## src/rtl/adc_delay_cal.sv

```systemverilog
`default_nettype none
// ============================================================================
// Module   : adc_delay_cal
// Function : Sweeps the 32 ADC input-delay taps while the ADC emits a fixed
//            test pattern, records which taps pass, and loads the centre of
//            the longest passing window (or restores the previous tap).
// Revision : 1.0 - initial release
// ============================================================================
module adc_delay_cal #(
  parameter int          SETTLE_CYCLES = 64,
  parameter int          SAMPLE_CYCLES = 1024,
  parameter int          LOAD_CYCLES   = 4,
  parameter logic [25:0] EXP_PATTERN   = 26'h2AA_AAAA,
  parameter logic [25:0] CMP_MASK      = 26'h3FF_DFFE,
  parameter logic [4:0]  DEFAULT_TAP   = 5'd0
) (
  input  logic        clk,
  input  logic        reset_n,
  input  logic        cal_start,
  input  logic        acq_enabled,
  input  logic [25:0] adc_dat,
  output logic [4:0]  delay_tap,
  output logic        delay_load,
  output logic        cal_busy,
  output logic        cal_done,
  output logic        cal_fail,
  output logic [31:0] tap_pass_map,
  output logic [4:0]  win_first,
  output logic [4:0]  win_last
);

  // One shared phase counter covers the load, settle and sample phases.
  localparam int c_max_a   = (SETTLE_CYCLES > SAMPLE_CYCLES) ? SETTLE_CYCLES : SAMPLE_CYCLES;
  localparam int c_max_len = (c_max_a > LOAD_CYCLES) ? c_max_a : LOAD_CYCLES;
  localparam int c_cnt_w   = $clog2(c_max_len + 1);

  localparam logic [c_cnt_w-1:0] c_load_last   = c_cnt_w'(LOAD_CYCLES);
  localparam logic [c_cnt_w-1:0] c_settle_last = c_cnt_w'(SETTLE_CYCLES - 1);
  localparam logic [c_cnt_w-1:0] c_sample_last = c_cnt_w'(SAMPLE_CYCLES - 1);

  typedef enum logic [2:0] {
    S_IDLE   = 3'd0,
    S_LOAD   = 3'd1,
    S_SETTLE = 3'd2,
    S_SAMPLE = 3'd3,
    S_NEXT   = 3'd4,
    S_CHOOSE = 3'd5,
    S_FINISH = 3'd6
  } state_t;

  state_t               r_state;
  logic [c_cnt_w-1:0]   r_cnt;
  logic [4:0]           r_idx;
  logic [4:0]           r_prev_tap;
  logic                 r_pass;
  logic                 r_fail_pend;
  logic [4:0]           r_cur_start;
  logic [5:0]           r_cur_len;
  logic [4:0]           r_best_start;
  logic [5:0]           r_best_len;

  logic                 w_mismatch;
  logic                 w_abort;
  logic [5:0]           w_new_len;
  logic [4:0]           w_span;
  logic [4:0]           w_centre;

  // Over-range bits are masked out; any other differing bit fails the word.
  assign w_mismatch = |((adc_dat ^ EXP_PATTERN) & CMP_MASK);

  // Acquisition takes priority over an in-flight sweep, except once the
  // final load is already under way.
  assign w_abort = acq_enabled && (r_state != S_IDLE) && (r_state != S_FINISH);

  assign w_new_len = r_cur_len + 6'd1;
  // best_len is 1..32 when used, so len-1 always fits in 5 bits.
  assign w_span    = r_best_len[4:0] - 5'd1;
  assign w_centre  = r_best_start + (w_span >> 1);

  // Calibration sequencer: tap sweep, window tracking and final tap load.
  always_ff @(posedge clk or negedge reset_n) begin
    if (!reset_n) begin
      r_state      <= S_IDLE;
      r_cnt        <= '0;
      r_idx        <= 5'd0;
      r_prev_tap   <= DEFAULT_TAP;
      r_pass       <= 1'b0;
      r_fail_pend  <= 1'b0;
      r_cur_start  <= 5'd0;
      r_cur_len    <= 6'd0;
      r_best_start <= 5'd0;
      r_best_len   <= 6'd0;
      delay_tap    <= DEFAULT_TAP;
      delay_load   <= 1'b0;
      cal_busy     <= 1'b0;
      cal_done     <= 1'b0;
      cal_fail     <= 1'b0;
      tap_pass_map <= 32'd0;
      win_first    <= 5'd0;
      win_last     <= 5'd0;
    end else begin
      delay_load <= 1'b0;
      if (w_abort) begin
        delay_tap   <= r_prev_tap;
        r_fail_pend <= 1'b1;
        r_cnt       <= '0;
        r_state     <= S_FINISH;
      end else begin
        case (r_state)
          S_IDLE: begin
            if (cal_start && !acq_enabled) begin
              r_prev_tap   <= delay_tap;
              cal_done     <= 1'b0;
              cal_fail     <= 1'b0;
              tap_pass_map <= 32'd0;
              win_first    <= 5'd0;
              win_last     <= 5'd0;
              r_cur_start  <= 5'd0;
              r_cur_len    <= 6'd0;
              r_best_start <= 5'd0;
              r_best_len   <= 6'd0;
              r_fail_pend  <= 1'b0;
              r_idx        <= 5'd0;
              r_cnt        <= '0;
              cal_busy     <= 1'b1;
              r_state      <= S_LOAD;
            end
          end
          S_LOAD: begin
            // Tap changes first; the strobe follows one clock later.
            if (r_cnt == '0) begin
              delay_tap <= r_idx;
            end else begin
              delay_load <= 1'b1;
            end
            if (r_cnt == c_load_last) begin
              r_cnt   <= '0;
              r_state <= S_SETTLE;
            end else begin
              r_cnt <= r_cnt + c_cnt_w'(1);
            end
          end
          S_SETTLE: begin
            if (r_cnt == c_settle_last) begin
              r_cnt   <= '0;
              r_pass  <= 1'b1;
              r_state <= S_SAMPLE;
            end else begin
              r_cnt <= r_cnt + c_cnt_w'(1);
            end
          end
          S_SAMPLE: begin
            r_pass <= r_pass & ~w_mismatch;
            if (r_cnt == c_sample_last) begin
              r_cnt   <= '0;
              r_state <= S_NEXT;
            end else begin
              r_cnt <= r_cnt + c_cnt_w'(1);
            end
          end
          S_NEXT: begin
            tap_pass_map[r_idx] <= r_pass;
            if (r_pass) begin
              r_cur_len <= w_new_len;
              // Strictly longer only, so an equal later run never displaces
              // the earlier one.
              if (w_new_len > r_best_len) begin
                r_best_len   <= w_new_len;
                r_best_start <= r_cur_start;
              end
            end else begin
              r_cur_len   <= 6'd0;
              r_cur_start <= r_idx + 5'd1;
            end
            if (r_idx == 5'd31) begin
              r_state <= S_CHOOSE;
            end else begin
              r_idx   <= r_idx + 5'd1;
              r_cnt   <= '0;
              r_state <= S_LOAD;
            end
          end
          S_CHOOSE: begin
            if (r_best_len == 6'd0) begin
              delay_tap   <= r_prev_tap;
              r_fail_pend <= 1'b1;
            end else begin
              delay_tap <= w_centre;
              win_first <= r_best_start;
              win_last  <= r_best_start + w_span;
            end
            r_cnt   <= '0;
            r_state <= S_FINISH;
          end
          S_FINISH: begin
            if (r_cnt == c_load_last) begin
              r_cnt    <= '0;
              cal_busy <= 1'b0;
              cal_done <= ~r_fail_pend;
              cal_fail <= r_fail_pend;
              r_state  <= S_IDLE;
            end else begin
              delay_load <= 1'b1;
              r_cnt      <= r_cnt + c_cnt_w'(1);
            end
          end
          default: begin
            r_state <= S_IDLE;
          end
        endcase
      end
    end
  end

endmodule
`default_nettype wire

```

## config.mk

```make
export PLATFORM = sky130hd
export DESIGN_NAME = adc_delay_cal
export DESIGN_NICKNAME = d
export VERILOG_FILES = /design/src/rtl/adc_delay_cal.sv
export SDC_FILE = /design/constraint.sdc
export NUM_CORES = 1
export LEC_CHECK = 0
export BUFFER_PORTS_ARGS = -buffer_cell sky130_fd_sc_hd__buf_2
export CORE_AREA = 2 2 107 109
export CTS_CLUSTER_DIAMETER = 60
export DETAILED_ROUTE_END_ITERATION = 16
export DIE_AREA = 0 0 109 111
export GPL_ROUTABILITY_DRIVEN = 0
export PLACE_DENSITY = 0.7
export RECOVER_POWER = 100
export SYNTH_ARGS = -nofsm -noshare
export SYNTH_HDL_FRONTEND = slang
export SYNTH_SLANG_ARGS = --single-unit
```

## constraint.sdc

```tcl
create_clock -name clk -period 6 [get_ports clk]
set_input_delay 0.9 -clock clk [delete_from_list [all_inputs] [get_ports clk]]
set_output_delay 0.9 -clock clk [all_outputs]
set_load 0.005 [all_outputs]
```

==> results summary <==
The DRC marker count from the first detailed-route iteration came out at 431. Compared with the post-synthesis result, the final layout area differs by 13.5%. The overall routed net length came out at approximately 13 mm. In the routed layout, each cell is associated on average with a via count of 5.85.

In this run the static leakage power is 2.85 nW. The highest clock rate is ~280 MHz. The setup clock skew after layout is about 4 ps. The period utilization came out at between 60% and 70%.

The global routing usage on met3 came out at between 2 and 3%. In the final layout, the multi-input gates occupy between 0.002 and 0.003 mm2. The number of global-route vias before repair came out at roughly 4500. The number of buffers inserted during clock tree synthesis is 9. The dominant register cell in the synthesized netlist is sky130_fd_sc_hd__dfrtp_1.

The total of warnings raised by yosys came out at 0. The average detailed-routed wire length per instance came out at 16.3 um. For this configuration, the core starts out at a cell density of 48.4%.

The detailed-routing iteration count for the pre-antenna-repair pass is 5. The clock net in this run drives a total of 99 sinks. The post-synthesis cell count is between 500 and 600. After clock tree synthesis, the setup repair step added 0 buffers. The area share of the largest cell type after synthesis came out at between 40% and 50%.

Clock-pin slew was measured on the worst setup and hold paths at about 70 ps. Of the cells placed in the final design, the portion with a size suffix greater than 1 is 13.4%. The top fanout value on the critical path is 38. The slew of the pin with the lowest slew margin is roughly 1900 ps. The number of buffers on the longest clock path came out at 2. The routing layer with the top usage in global route is met2.

Clock latency on the worst-skew pair, taken at its later pin, is 340 ps. The number of enable-type register cells in the synthesized netlist came out at 0. Detailed placement ended at an HPWL of 8.85 mm. The vertical extent of the die is ~110 um. The die area is around 0.012 mm2. In this run the worst hold path is classified as reg2reg. The worst setup path is launched from a flop.

The DRC violation count after routing is 0. The arrival time reported for the critical path endpoint came out at between 3000 and 4000 ps. The number of flip-flops and latches in the synthesized netlist is 99. 0 antenna diodes ended up in the layout. The total track usage came out at 22.3%.

The worst-case headroom to the max-slew limit came out at -23.4%. The sequential standard cell area is about 0.0025 mm2. The category of the worst setup path capture point is a flop. The number of fillers in the final layout is a little over 1000. The global routing usage on met1 is a little under a third. Setup repair after global routing left no endpoint under its margin.

Synthesis produced a netlist with a net count of roughly 620. After routing, the total negative slack on setup checks comes to 0 ps. TritonCTS built the clock tree. The final count of negative-setup-slack endpoints is 0. The final layout net count is 684. In this run the standard cell core region covers between 0.01 and 0.015 mm2. The peak ir drop on the vdd network is between 0.0002 and 0.00025 V. The sum of overflow across all layers after global routing is 0. The power density of the placed cells is between 300 and 400 mW/mm2. The checks that failed: capacitance limit, slew limit.

The initial antenna violation count came to 0. The total count of max-transition violations in the final report came out at 76. The critical path is of the reg2reg type. The cell accounting for the most synthesized area is sky130_fd_sc_hd__dfrtp_1. The proportion of synthesized flip-flops having asynchronous set or reset is between 90% and 100%.

The cell at the root of the clock tree is sky130_fd_sc_hd__clkbuf_16. In this run the core area contains 39 standard-cell rows. Buffers inserted to repair hold after CTS numbered 0. For this run, global-route usage on met2 was measured as a little over a third.

The H-tree was split into 3 levels. Once detail routing completed, the nets flagged for antenna violations numbered 0. The via count of the routed design is 4540. In this run the mean area of a mapped cell was 9.42 um2. After synthesis, the cell types taking the most area are sky130_fd_sc_hd__dfrtp_1 (46%), sky130_fd_sc_hd__o21ai_0 (8.2%), sky130_fd_sc_hd__ha_1 (5.4%), sky130_fd_sc_hd__a21oi_1 (4.4%), sky130_fd_sc_hd__a22o_1 (3.6%). The flow ran to the end, but the final reports show violations.

The die boundary width came out at about 110 um. The reported max-cap violation count is 1. The number of I/O port buffers came out at around 80. The share of the Yosys chip area taken by registers is between 40 and 50%.

The maximum number of pins on one net before global-route repair came out at 76. The data required time of the critical path came out at just over 6000 ps. The count of instances resized after the clock tree is built came out at 0. The number of unique standard cell types used by synthesis came out at between 60 and 70.

Counting instances in the post-synthesis netlist gives the leading cell types as sky130_fd_sc_hd__dfrtp_1 (99), sky130_fd_sc_hd__o21ai_0 (88), sky130_fd_sc_hd__a21oi_1 (47). The cell with the most instances after synthesis is sky130_fd_sc_hd__dfrtp_1. Across all hold checks on the routed design, the worst slack comes to 482 ps. The number of hold violations in the final report is 0. The cell area after technology mapping is around 0.0054 mm2. In this run the count of I/O pins placed on the die edge is between 80 and 90.

The first global-routing pass estimated around 22 mm of wire. The post-layout minimum cycle time came out at about 3600 ps.
[where the power goes]
part           switching, mW  internal [mW]  total, mW
combinational          0.431          0.246      0.677
sequential             0.144          0.750      0.894
clock                  0.249          0.376      0.624
[worst paths after layout]
| check | startpoint | end | slack, ps | depth (start not counted) |
|---|---|---|---|---|
| max | r_state[0] | tap_pass_map[2] | 2390 | 7 |
| min | win_last[1] | win_last[1] | 480 | 2 |
| max reg2reg | r_state[0] | tap_pass_map[2] | 2390 | 7 |
| min reg2reg | win_last[1] | win_last[1] | 480 | 2 |
| max in group asynchronous | reset_n | r_cur_len[4] | 2710 | 2 |
| min in group asynchronous | reset_n | win_last[1] | 830 | 1 |
[through the flow]
step | util [%] | setup WS (ps) | power (mW) | std cells | instance area, um2
after floorplan | - | 3680 | 1.39 | 569 | 5360
after global placement | 52.5 | 2890 | 1.56 | 761 | 5810
after CTS | 55.3 | 2790 | 2.21 | 776 | 6130
after detailed placement | 52.5 | 2790 | 1.58 | 761 | 5810
after global routing | 54.9 | 2030 | 2.34 | 776 | 6090
final | 54.9 | 2390 | 2.20 | 776 | 6090
[layout make-up]
cell class	instances	share of cell area [%]
clock buffer	11	3.99
clock inverter	4	1.21
inverter	27	1.67
multi-input combinational	412	43.4
sequential	99	40.7
tap	143	2.94
timing repair buffer	80	6.13
[cells in the final DEF, fill, tap and decap left out, types with 9 or more instances in the layout]
| master | count |
|---|---|
| sky130_fd_sc_hd__o21ai_0 | 93 |
| sky130_fd_sc_hd__nor2_1 | 24 |
| sky130_fd_sc_hd__nand2_1 | 45 |
| sky130_fd_sc_hd__clkbuf_1 | 21 |
| sky130_fd_sc_hd__dfrtp_1 | 99 |
| sky130_fd_sc_hd__ha_1 | 23 |
| sky130_fd_sc_hd__a31oi_1 | 9 |
| sky130_fd_sc_hd__clkbuf_16 | 9 |
| sky130_fd_sc_hd__a22o_1 | 22 |
| sky130_fd_sc_hd__buf_2 | 57 |
| sky130_fd_sc_hd__inv_1 | 26 |
| sky130_fd_sc_hd__nand3_1 | 12 |
| sky130_fd_sc_hd__xor2_1 | 11 |
| sky130_fd_sc_hd__a21oi_1 | 47 |
[critical path: stages (launching register included)]
cell and delay (ps):
sky130_fd_sc_hd__dfrtp_1 830, sky130_fd_sc_hd__or2_0 400, sky130_fd_sc_hd__nor2_1 130, sky130_fd_sc_hd__o21ai_2 90, sky130_fd_sc_hd__clkbuf_1 1080, sky130_fd_sc_hd__nor2_1 370, sky130_fd_sc_hd__nand2_1 400, sky130_fd_sc_hd__o21ai_0 160
[state kept, by name (all words and copies together), names as in the netlist]
| name | count |
|---|---|
| r_prev_tap | 5 |
| r_idx | 5 |
| r_state | 3 |
| delay_load | 1 |
| r_fail_pend | 1 |
| cal_fail | 1 |
| win_first | 5 |
| r_cur_len | 6 |
| cal_done | 1 |
| r_best_start | 5 |
| r_cnt | 11 |
| tap_pass_map | 32 |
| r_best_len | 6 |
| r_pass | 1 |
| win_last | 5 |
| delay_tap | 5 |
| r_cur_start | 5 |
| cal_busy | 1 |
[layer usage]
layer,part of all wire [%],wire length [um]
met2,48,6100
met4,2.0,252
met3,4.0,501
met1,46,5810
met5,0,0
[cells by family after synthesis]
group | Yosys count | synth area share (%)
compound gates | 220 | 25.3
xor+xnor | 19 | 3.10
fa+ha+maj | 25 | 6.11
buf+inv | 58 | 4.48
flops | 99 | 46.2
mux | 8 | 1.66
simple gates | 140 | 13.2
No activity file was read; power rests on OpenSTA's default activity.
